`src/rtl/cprv_pkg.sv`:
```
// cprv_pkg: shared constants and the fetch-queue entry layout for the cprv fetch path
package cprv_pkg;
  localparam int INSTR_BYTES = 4;
  localparam int FQ_PC_W = 64;
  localparam int FQ_INSTR_W = 32;
  // Fields are sized for the widest supported build; narrower builds zero-extend into them.
  typedef struct packed {
    logic [FQ_PC_W-1:0] pc;
    logic [FQ_INSTR_W-1:0] instr;
  } fq_entry_t;
endpackage

```
`src/rtl/cprv_sync_fifo.sv`:
```
// cprv_sync_fifo: synchronous FIFO with flush; push and pop may coincide, even when full.
// Ports: clk, rst_n (sync, active-low), flush (clears contents), push/wdata, pop,
//        rdata (head entry, meaningful only while count != 0), count (occupancy).
module cprv_sync_fifo #(
  parameter int WIDTH = 8,
  parameter int DEPTH = 4,
  parameter int CW = $clog2(DEPTH) + 1
) (
  input  logic             clk,
  input  logic             rst_n,
  input  logic             flush,
  input  logic             push,
  input  logic             pop,
  input  logic [WIDTH-1:0] wdata,
  output logic [WIDTH-1:0] rdata,
  output logic [CW-1:0]    count
);
  localparam int AW = DEPTH > 1 ? $clog2(DEPTH) : 1;
  logic [WIDTH-1:0] mem [DEPTH];
  logic [AW-1:0] wptr, rptr;
  logic do_push, do_pop;

  // Pointers wrap explicitly so non-power-of-two depths work.
  function automatic logic [AW-1:0] inc(input logic [AW-1:0] p);
    return p == AW'(DEPTH - 1) ? '0 : p + 1'b1;
  endfunction

  assign do_pop = pop && count != '0;
  assign do_push = push && (count != CW'(DEPTH) || do_pop);
  assign rdata = mem[rptr];

  always_ff @(posedge clk) begin
    if (!rst_n || flush) begin
      wptr <= '0;
      rptr <= '0;
      count <= '0;
    end else begin
      if (do_push) wptr <= inc(wptr);
      if (do_pop) rptr <= inc(rptr);
      count <= count + CW'(do_push) - CW'(do_pop);
    end
  end

  always_ff @(posedge clk) if (do_push) mem[wptr] <= wdata;
endmodule

```
`src/rtl/cprv_fetch_unit.sv`:
```
// cprv_fetch_unit: instruction fetch with credit-limited imem requests, in-order responses,
// redirect/flush with stale-response discard, and a small fetch queue towards ID.
// Ports: clk, rst_n (sync, active-low); redirect_valid_i/redirect_pc_i;
//        imem request valid_imem_o/ready_imem_i/instr_addr_imem_o;
//        imem response valid_if_i/ready_if_o/instr_data_imem_i;
//        ID side valid_id_o/ready_id_i/instr_data_id_o/instr_pc_id_o.
// Optional: CPRV_FETCH_PERF_EN adds perf_fetch_cnt_o and perf_stall_cnt_o.
module cprv_fetch_unit
  import cprv_pkg::*;
#(
  parameter int INSTR_WIDTH = 32,
  parameter int DATA_WIDTH = 64,
  parameter int ADDR_WIDTH = 64,
  parameter logic [ADDR_WIDTH-1:0] RESET_PC = '0,
  parameter int FQ_DEPTH = 4,
  parameter int MAX_OUTSTANDING = 2
) (
  input  logic                   clk,
  input  logic                   rst_n,
  input  logic                   redirect_valid_i,
  input  logic [ADDR_WIDTH-1:0]  redirect_pc_i,
  output logic                   valid_imem_o,
  input  logic                   ready_imem_i,
  output logic [ADDR_WIDTH-1:0]  instr_addr_imem_o,
  input  logic                   valid_if_i,
  output logic                   ready_if_o,
  input  logic [DATA_WIDTH-1:0]  instr_data_imem_i,
  output logic                   valid_id_o,
  input  logic                   ready_id_i,
  output logic [INSTR_WIDTH-1:0] instr_data_id_o,
  output logic [ADDR_WIDTH-1:0]  instr_pc_id_o
`ifdef CPRV_FETCH_PERF_EN
  ,
  output logic [63:0]            perf_fetch_cnt_o,
  output logic [63:0]            perf_stall_cnt_o
`endif
);
  localparam int CW = $clog2(FQ_DEPTH) + 1;
  localparam int NL = DATA_WIDTH / INSTR_WIDTH;
  localparam int LW = NL > 1 ? $clog2(NL) : 1;

  logic [ADDR_WIDTH-1:0] pc_r, ifl_pc;
  logic [CW-1:0] outstanding, fq_count, discard_cnt;
  logic issue, resp, keep, pop;
  logic [INSTR_WIDTH-1:0] instr_sel;
  fq_entry_t fq_in, fq_out;

  // Credits: never request more than the fetch queue could absorb once everything returns,
  // so responses can always be accepted.
  assign ready_if_o = 1'b1;
  assign valid_imem_o = rst_n && !redirect_valid_i && outstanding < CW'(MAX_OUTSTANDING) &&
                        ({1'b0, outstanding} + {1'b0, fq_count}) < (CW + 1)'(FQ_DEPTH);
  assign instr_addr_imem_o = pc_r;
  assign issue = valid_imem_o && ready_imem_i;
  assign resp = rst_n && valid_if_i && outstanding != '0;
  assign keep = resp && discard_cnt == '0 && !redirect_valid_i;
  assign valid_id_o = rst_n && fq_count != '0;
  assign pop = valid_id_o && ready_id_i;
  assign instr_data_id_o = valid_id_o ? fq_out.instr[INSTR_WIDTH-1:0] : '0;
  assign instr_pc_id_o = valid_id_o ? fq_out.pc[ADDR_WIDTH-1:0] : '0;

  // Pick the instruction lane of the returned data word addressed by the request PC.
  generate
    if (NL > 1) begin : g_lane
      logic [LW-1:0] lane;
      assign lane = ifl_pc[LW+1:2];
      assign instr_sel = instr_data_imem_i[lane * INSTR_WIDTH +: INSTR_WIDTH];
    end else begin : g_single
      assign instr_sel = instr_data_imem_i[INSTR_WIDTH-1:0];
    end
  endgenerate

  always_comb begin
    fq_in = '0;
    fq_in.pc[ADDR_WIDTH-1:0] = ifl_pc;
    fq_in.instr[INSTR_WIDTH-1:0] = instr_sel;
  end

  cprv_sync_fifo #(.WIDTH($bits(fq_entry_t)), .DEPTH(FQ_DEPTH), .CW(CW)) u_fq (
    .clk(clk), .rst_n(rst_n), .flush(redirect_valid_i), .push(keep), .pop(pop),
    .wdata(fq_in), .rdata(fq_out), .count(fq_count)
  );

  // In-flight PCs; its occupancy is the outstanding-request count. Never flushed, because
  // discarded responses still have to retire their entry.
  cprv_sync_fifo #(.WIDTH(ADDR_WIDTH), .DEPTH(MAX_OUTSTANDING), .CW(CW)) u_ifl (
    .clk(clk), .rst_n(rst_n), .flush(1'b0), .push(issue), .pop(resp),
    .wdata(pc_r), .rdata(ifl_pc), .count(outstanding)
  );

  always_ff @(posedge clk) begin
    if (!rst_n) begin
      pc_r <= RESET_PC;
      discard_cnt <= '0;
    end else if (redirect_valid_i) begin
      pc_r <= redirect_pc_i & ~ADDR_WIDTH'(3);
      discard_cnt <= outstanding - CW'(resp);
    end else begin
      if (issue) pc_r <= pc_r + ADDR_WIDTH'(INSTR_BYTES);
      if (resp && discard_cnt != '0) discard_cnt <= discard_cnt - 1'b1;
    end
  end

`ifdef CPRV_FETCH_PERF_EN
  always_ff @(posedge clk) begin
    if (!rst_n) begin
      perf_fetch_cnt_o <= '0;
      perf_stall_cnt_o <= '0;
    end else begin
      if (pop) perf_fetch_cnt_o <= perf_fetch_cnt_o + 64'd1;
      if (!valid_id_o) perf_stall_cnt_o <= perf_stall_cnt_o + 64'd1;
    end
  end
`endif

`ifndef SYNTHESIS
  // A response with nothing in flight is a protocol error; the response is ignored.
  a_resp_credit: assert property (@(posedge clk) disable iff (!rst_n) valid_if_i |-> outstanding != '0);
`endif
endmodule

```
`config.mk`:
```
export PLATFORM = sky130hd
export DESIGN_NAME = cprv_fetch_unit
export DESIGN_NICKNAME = d
export VERILOG_FILES = /design/src/rtl/cprv_pkg.sv /design/src/rtl/cprv_sync_fifo.sv /design/src/rtl/cprv_fetch_unit.sv
export SDC_FILE = /design/constraint.sdc
export NUM_CORES = 1
export LEC_CHECK = 0
export BUFFER_PORTS_ARGS = -buffer_cell sky130_fd_sc_hd__buf_2
export CAP_MARGIN = 15
export CORE_UTILIZATION = 40
export CTS_BUF_LIST = sky130_fd_sc_hd__clkbuf_16
export DETAILED_ROUTE_END_ITERATION = 8
export PLACE_DENSITY = 0.71
export SLEW_MARGIN = 30
export SYNTH_ARGS = -nofsm -noshare
export SYNTH_HDL_FRONTEND = slang
export SYNTH_SLANG_ARGS = --single-unit
```
`constraint.sdc`:
```
create_clock -name clk -period 7.2 [get_ports clk]
set_input_delay 0.36 -clock clk [delete_from_list [all_inputs] [get_ports clk]]
set_output_delay 0.36 -clock clk [all_outputs]
set_load 0.01 [all_outputs]
```
==> results of run 1 <==
## where the power goes
| group | internal (mW) | switching [mW] |
|---|---|---|
| logic | 0.278 | 0.376 |
| registers | 3.87 | 0.0923 |
| clock network | 2.00 | 1.29 |
| total | 6.15 | 1.75 |
## worst max-delay path: cells and delay by family (launching register included)
family	cells	cell delay, ns
AO/OA/AOI/OAI	1	0.51
adder cells (fa/ha/maj)	1	0.27
buffers and inverters	1	0.57
flip-flops	1	0.42
AND/OR/NAND/NOR	3	1.57
## final cells by class
cell class	instances	area [um^2]
Tap cell	773	967.2
Sequential cell	580	16620
Timing Repair Buffer	314	1773
Antenna cell	1	2.502
Clock inverter	50	581.8
Fill cell	5008	30590
Clock buffer	61	1526
Inverter	23	86.33
Multi-Input combinational cell	755	6867
## through the flow
| stage | total power, mW | instances | setup slack [ns] |
|---|---|---|---|
| floorplan | 4.424 | 1445 | 2.260 |
| global placement | 4.646 | 2434 | 3.196 |
| detailed placement | 4.678 | 2439 | 3.076 |
| CTS | 7.960 | 2554 | 3.048 |
| global route | 8.163 | 2556 | 3.098 |
| finish | 7.903 | 2557 | 3.426 |
## how the worst max path moves through the flow
stage / startpoint / end / slack [ns]
floorplan: u_fq.count[2] / u_ifl.mem[0][10] / 2.26
global placement: u_ifl.count[2] / u_ifl.mem[0][42] / 3.20
detailed placement: u_ifl.count[2] / u_ifl.mem[0][48] / 3.08
CTS: u_fq.count[2] / u_ifl.mem[0][42] / 3.05
global route: u_ifl.count[2] / u_ifl.mem[0][43] / 3.10
finish: u_ifl.count[2] / u_ifl.mem[0][43] / 3.43
## synth_stat cells, drive strengths merged, types with 14 or more instances
cell type  count
and2         110
o21ai         52
nand2         34
mux4          94
a31oi         23
and3          21
nor2          41
nand4         40
dfxtp         80
clkbuf        65
mux2          95
ha            17
buf           22
nand3         31
inv           22
xor2          14
or3           14
a21oi         22
or4           16
edfxtp       500
## flip-flops by register name, summed over array words and instances (netlist names), named ones only
name               cells
discard_cnt            3
u_ifl.count            3
u_fq.count             3
u_fq.rptr              2
u_ifl.wptr             1
u_ifl.mem            124
instr_addr_imem_o     62
u_fq.wptr              2
u_fq.mem             376
u_ifl.rptr             1
## logic make-up after synthesis
group	share of synthesized area [%]
other	0.03145
muxes	13.43
and+or+nand+nor	8.985
buffers and inverters	1.865
adders and majority gates	1.058
xor gates and xnor gates	0.9535
AOI/OAI and AO/OA	4.107
DFF	69.57
## layer usage
layer | share of wire [%] | vias up
met5 | 0 | -
met4 | 2.7 | 0
met3 | 6.2 | 105
met2 | 49 | 523
met1 | 42 | 7203
li1 | - | 6299
==> results.py, run 1 <==
metrics = {
    "cts": {
        "ctsResizeCount": 0,
        "clk_path_buf_depth": 3,
        "cts_num_sinks": 580,
        "clkTransAtPathRegs_ns": 0.06,
        "cts_max_level": 2,
        "clk_latency_ns": 0.61,
        "post-cts-setup-buffers": 0,
        "clock_tree.root_cell": "clkbuf_16",
        "tritoncts": "yes",
        "cts_buffers": 59,
        "cts_hold_buf": 4,
    },
    "sta": {
        "rsz0062_at_grt": "false",
        "slew_headroom_pct": 40.56,
        "setup_viol": 0,
        "post-route-min-period_ns": 3.774,
        "finalCritPeriodShare_pct": 52.42,
        "skew_ns": 0.02091,
        "drv_slew": 0,
        "holdWs_ns": 0.04274,
        "worstMarginPinSlew_ns": 0.8898,
        "tns_ns": 0,
        "max_freq_ghz": 0.2649,
        "final_hold_viol_count": 0,
    },
    "global_routing": {
        "grt_max_degree": 96,
        "met2_usage_pct": 32.43,
        "grt_first_pass_wirelength_um": 87470,
        "top_usage_layer": "met2",
        "track_usage_pct": 19.36,
        "grt.overflow.total": 0,
        "antenna_found_initial": 2,
        "grt_pass1_vias": 14430,
        "grt_util_met1_pct": 25.41,
        "grt_use_met3_pct": 3.301,
    },
    "finish": {
        "fin_nets": 1886,
        "fin_util_pct": 48.17,
        "layout_commonest_cell": "edfxtp_1",
        "layout-drive-gt1-share_pct": 34.49,
        "area_growth_pct": 19.03,
        "final_cell_mix": "500 x edfxtp_1, 289 x buf_2, 105 x and2_1, 95 x mux2_2, 94 x mux4_2",
        "finalInstanceArea_mm2": 0.02843,
    },
    "logic_synthesis": {
        "synth.ff_latch_count": 580,
        "syn_area_mm2": 0.02388,
        "ys.flop_type": "edfxtp_1",
        "synth_area_leader_cell": "edfxtp_1",
        "ys_async_sr_fraction_pct": 0,
        "synth-edff-count": 500,
        "syn_avg_cell_area_um2": 16.56,
        "yosys_warnings": 0,
        "yosys.cell_types.count": 60,
        "yosysTopAreaCellShare_pct": 62.87,
        "synth_area_leaders": "edfxtp_1 63%, mux4_2 8.9%, dfxtp_1 6.7%",
        "syn-instance-count": 1442,
        "ys_seq_area_share_pct": 69.57,
    },
    "route": {
        "drc": 0,
        "firstDrtPassIters": 6,
        "wirelength_um": 58630,
        "wl_per_cell_um": 22.93,
        "via_per_inst": 5.526,
        "vias": 14130,
        "ant_nets": 0,
        "first_iter_violations": 1102,
    },
    "setup_path": {
        "critical_path.cell_chain": "ha_1, nor4b_2, nand4_1, a21oi_1, nor2b_4, buf_4",
        "reg2reg_slack_ns": 3.43,
        "critical_path_required_ns": 7.43,
        "rr_worst_depth": 6,
        "worstPathArrival_ns": 4.01,
        "worstSetupStartpointType": "register",
        "critPathMaxFanout": 38,
        "r2r-end": "u_ifl.mem[0][43]",
        "critPathCaptureType": "register",
        "reg2reg_from": "u_ifl.count[2]",
        "path_class": "reg2reg",
        "cp_slowest_cell": "nor2b_4",
        "slowest_delay_ns": 0.57,
    },
    "place": {
        "place_area_mm2": 0.02622,
        "hpwl_um": 38190,
        "io_buffer_count": 289,
        "gp_congestion": 0.8469,
    },
    "floorplanning": {
        "std_cell_rows": 89,
        "initial_utilization_pct": 40.47,
        "fp.dieH_um": 246.4,
        "dieArea_mm2": 0.06069,
        "io_pins": 297,
        "die_w_um": 246.4,
        "coreArea_mm2": 0.05902,
    },
    "flow_run": {
        "maxCapViolCount": 0,
    },
    "power": {
        "power_density_mw_per_mm2": 278.0,
        "power_leakage_nw": 9.844,
        "ir_drop_v": 0.0001803,
    },
    "run_status": {
        "status": "finished, final reports clean",
    },
    "min_path": {
        "min_path_type": "in2reg",
        "min_delay_path_depth": 3,
        "hold_path_end": "instr_addr_imem_o[35]",
        "hold_start": "redirect_pc_i[35]",
    },
}
Note: power is estimated with default switching activity, not from simulation.
==> inputs of run 2 (changes only) <==
PLACE_DENSITY = 0.73   (was 0.71)
clock period = 3.08 ns   (was 7.2 ns; I/O delays follow)
==> run 2 against run 1 <==
Worst setup slack worse by 3.1 ns. Final cell count up 6.1%. Sequential share of layout area down 2.6 points. Largest cell class unchanged. Highest routed layer is now met5.
==> results.py, run 2 (synthesis gave the netlist of run 1 again) <==
metrics = {
    "sta": {
        "setup_viol": 0,
        "skew_ns": 0.02462,
        "final_hold_viol_count": 0,
        "max_freq_ghz": 0.3617,
        "drv_slew": 0,
        "layout_setup_ws_ns": 0.3154,
        "holdWs_ns": 0.1985,
        "worstMarginPinSlew_ns": 0.9469,
        "finalCritPeriodShare_pct": 89.76,
        "slew_headroom_pct": 36.87,
        "tns_ns": 0,
        "rsz0062_at_grt": "false",
        "post-route-min-period_ns": 2.765,
    },
    "finish": {
        "final_cell_mix": "500 x edfxtp_1, 289 x buf_2, 129 x dlygate4sd3_1, 105 x and2_1, 95 x mux2_2",
        "fin_nets": 2044,
        "largest_register_ffs": 376,
        "regMostFlops": "u_fq.mem",
        "area_growth_pct": 24.66,
        "layout-drive-gt1-share_pct": 32.99,
        "layout_commonest_cell": "edfxtp_1",
        "instances_no_fill": 2714,
    },
    "setup_path": {
        "crit_path_start": "u_fq.count[2]",
        "critical_path.endpoint": "instr_addr_imem_o[33]",
        "reg2reg_slack_ns": 0.32,
        "critical_path_required_ns": 3.59,
        "rr_worst_depth": 6,
        "worstSetupStartpointType": "register",
        "worstPathArrival_ns": 3.27,
        "r2r-end": "instr_addr_imem_o[33]",
        "path_class": "reg2reg",
        "critPathCaptureType": "register",
        "critPathMaxFanout": 12,
        "reg2reg_from": "u_fq.count[2]",
    },
    "cts": {
        "cts_num_sinks": 580,
        "clock_tree.root_cell": "clkbuf_16",
        "cts_max_level": 2,
        "tritoncts": "yes",
        "ctsResizeCount": 0,
        "clkTransAtPathRegs_ns": 0.06,
        "cts_buffers": 59,
        "clk_path_buf_depth": 3,
        "clk_latency_ns": 0.61,
    },
    "power": {
        "power_leakage_nw": 10.48,
        "sw_frac_of_total_pct": 22.80,
        "p_int_mw": 13.75,
        "p_clk_share_pct": 38.1,
        "comb_power_share_pct": 10.0,
        "p_seq_share_pct": 51.9,
        "total_power_mw": 17.81,
        "ir_drop_v": 0.0004555,
        "p_switching_mw": 4.061,
        "power_density_mw_per_mm2": 598.2,
    },
    "route": {
        "vias": 14730,
        "wirelength_um": 61580,
        "firstDrtPassIters": 5,
        "drc": 0,
        "wl_per_cell_um": 22.69,
        "via_per_inst": 5.429,
        "first_iter_violations": 994,
        "ant_nets": 0,
    },
    "min_path": {
        "min_path_type": "in2reg",
        "hold_start": "ready_imem_i",
        "min_delay_path_depth": 5,
    },
    "global_routing": {
        "antenna_found_initial": 2,
        "grt.overflow.total": 0,
        "grt_pass1_vias": 14930,
        "grt_max_degree": 96,
        "grt_first_pass_wirelength_um": 91480,
        "track_usage_pct": 20.26,
    },
    "place": {
        "io_buffer_count": 289,
        "gp_congestion": 0.8853,
        "dpl.cell_count": 2474,
        "place_ws_ns": 0.3693,
        "hpwl_um": 40130,
    },
    "run_status": {
        "status": "finished, final reports clean",
    },
    "floorplanning": {
        "die_w_um": 246.4,
        "fp.dieH_um": 246.4,
        "std_cell_rows": 89,
        "initial_utilization_pct": 40.47,
        "coreArea_mm2": 0.05902,
        "io_pins": 297,
        "dieArea_mm2": 0.06069,
    },
    "flow_run": {
        "maxCapViolCount": 0,
    },
}
-- run 2: changes by cell type in the layout (fill, tap and decap cells not counted), sizes merged --
| cell | previous run | this run |
|---|---|---|
| dlygate4sd3 | 4 | 129 |
| bufinv | 13 | 3 |
| clkinv | 25 | 28 |
| clkinvlp | 6 | 2 |
| inv | 29 | 38 |
| buf | 310 | 343 |
| clkbuf | 61 | 62 |
-- run 2: metal layers --
metal	GRT usage (%)	part of all wire, %	vias to the layer above
met4	7.099	3.2	4
li1	-	-	6616
met1	26.46	41	7456
met2	32.91	48	551
met3	4.913	7.8	107
met5	0	0.039	-
-- run 2: layout make-up --
cell class                      count  area (um^2)
Multi-Input combinational cell    755         6869
Sequential cell                   580        16630
Tap cell                          773        967.2
Inverter                           23        86.33
Timing Repair Buffer              472         3372
Clock inverter                     48        297.8
Fill cell                        4858        29250
Clock buffer                       62         1551
Antenna cell                        1        2.502
-- run 2: metrics by stage --
step | utilization, % | area, um^2
after floorplan | - | 23910
after global placement | 45.12 | 26630
after detailed placement | 45.12 | 26630
after CTS | 50.44 | 29770
after global routing | 50.44 | 29770
final | 50.45 | 29770
-- run 2: critical path, stage by stage, from the launching register on --
cell      delay (ns)
dfxtp_1         0.42
ha_1            0.27
nor4b_2         0.26
and4_1          0.55
nand3_2         0.32
or4_1           0.55
a311oi_1        0.29
-- run 2: power groups by stage --
stage | logic (mW) | clock network [mW] | registers (mW)
2_1_floorplan | 0.966 | 0 | 9.37
3_3_place_gp | 1.53 | 0 | 9.39
3_5_place_dp | 1.60 | 0 | 9.41
4_1_cts | 1.79 | 6.93 | 9.24
5_1_grt | 1.94 | 7.23 | 9.27
6_report | 1.78 | 6.78 | 9.25
-- run 2: worst min-delay path by stage --
stage                            endpoint  slack (ns)
floorplan           instr_addr_imem_o[13]        0.30
global placement    instr_addr_imem_o[35]        0.44
detailed placement  instr_addr_imem_o[35]        0.45
CTS                            u_ifl.wptr        0.17
global route                   u_ifl.wptr        0.22
finish                         u_ifl.wptr        0.20
-- run 2: repair_timing --
item / CTS / global route
setup buffers: 0 / 0
setup endpoints to repair: 0 / 0
endpoints found under the hold margin: 199 / 0
hold buffers: 129 / 0
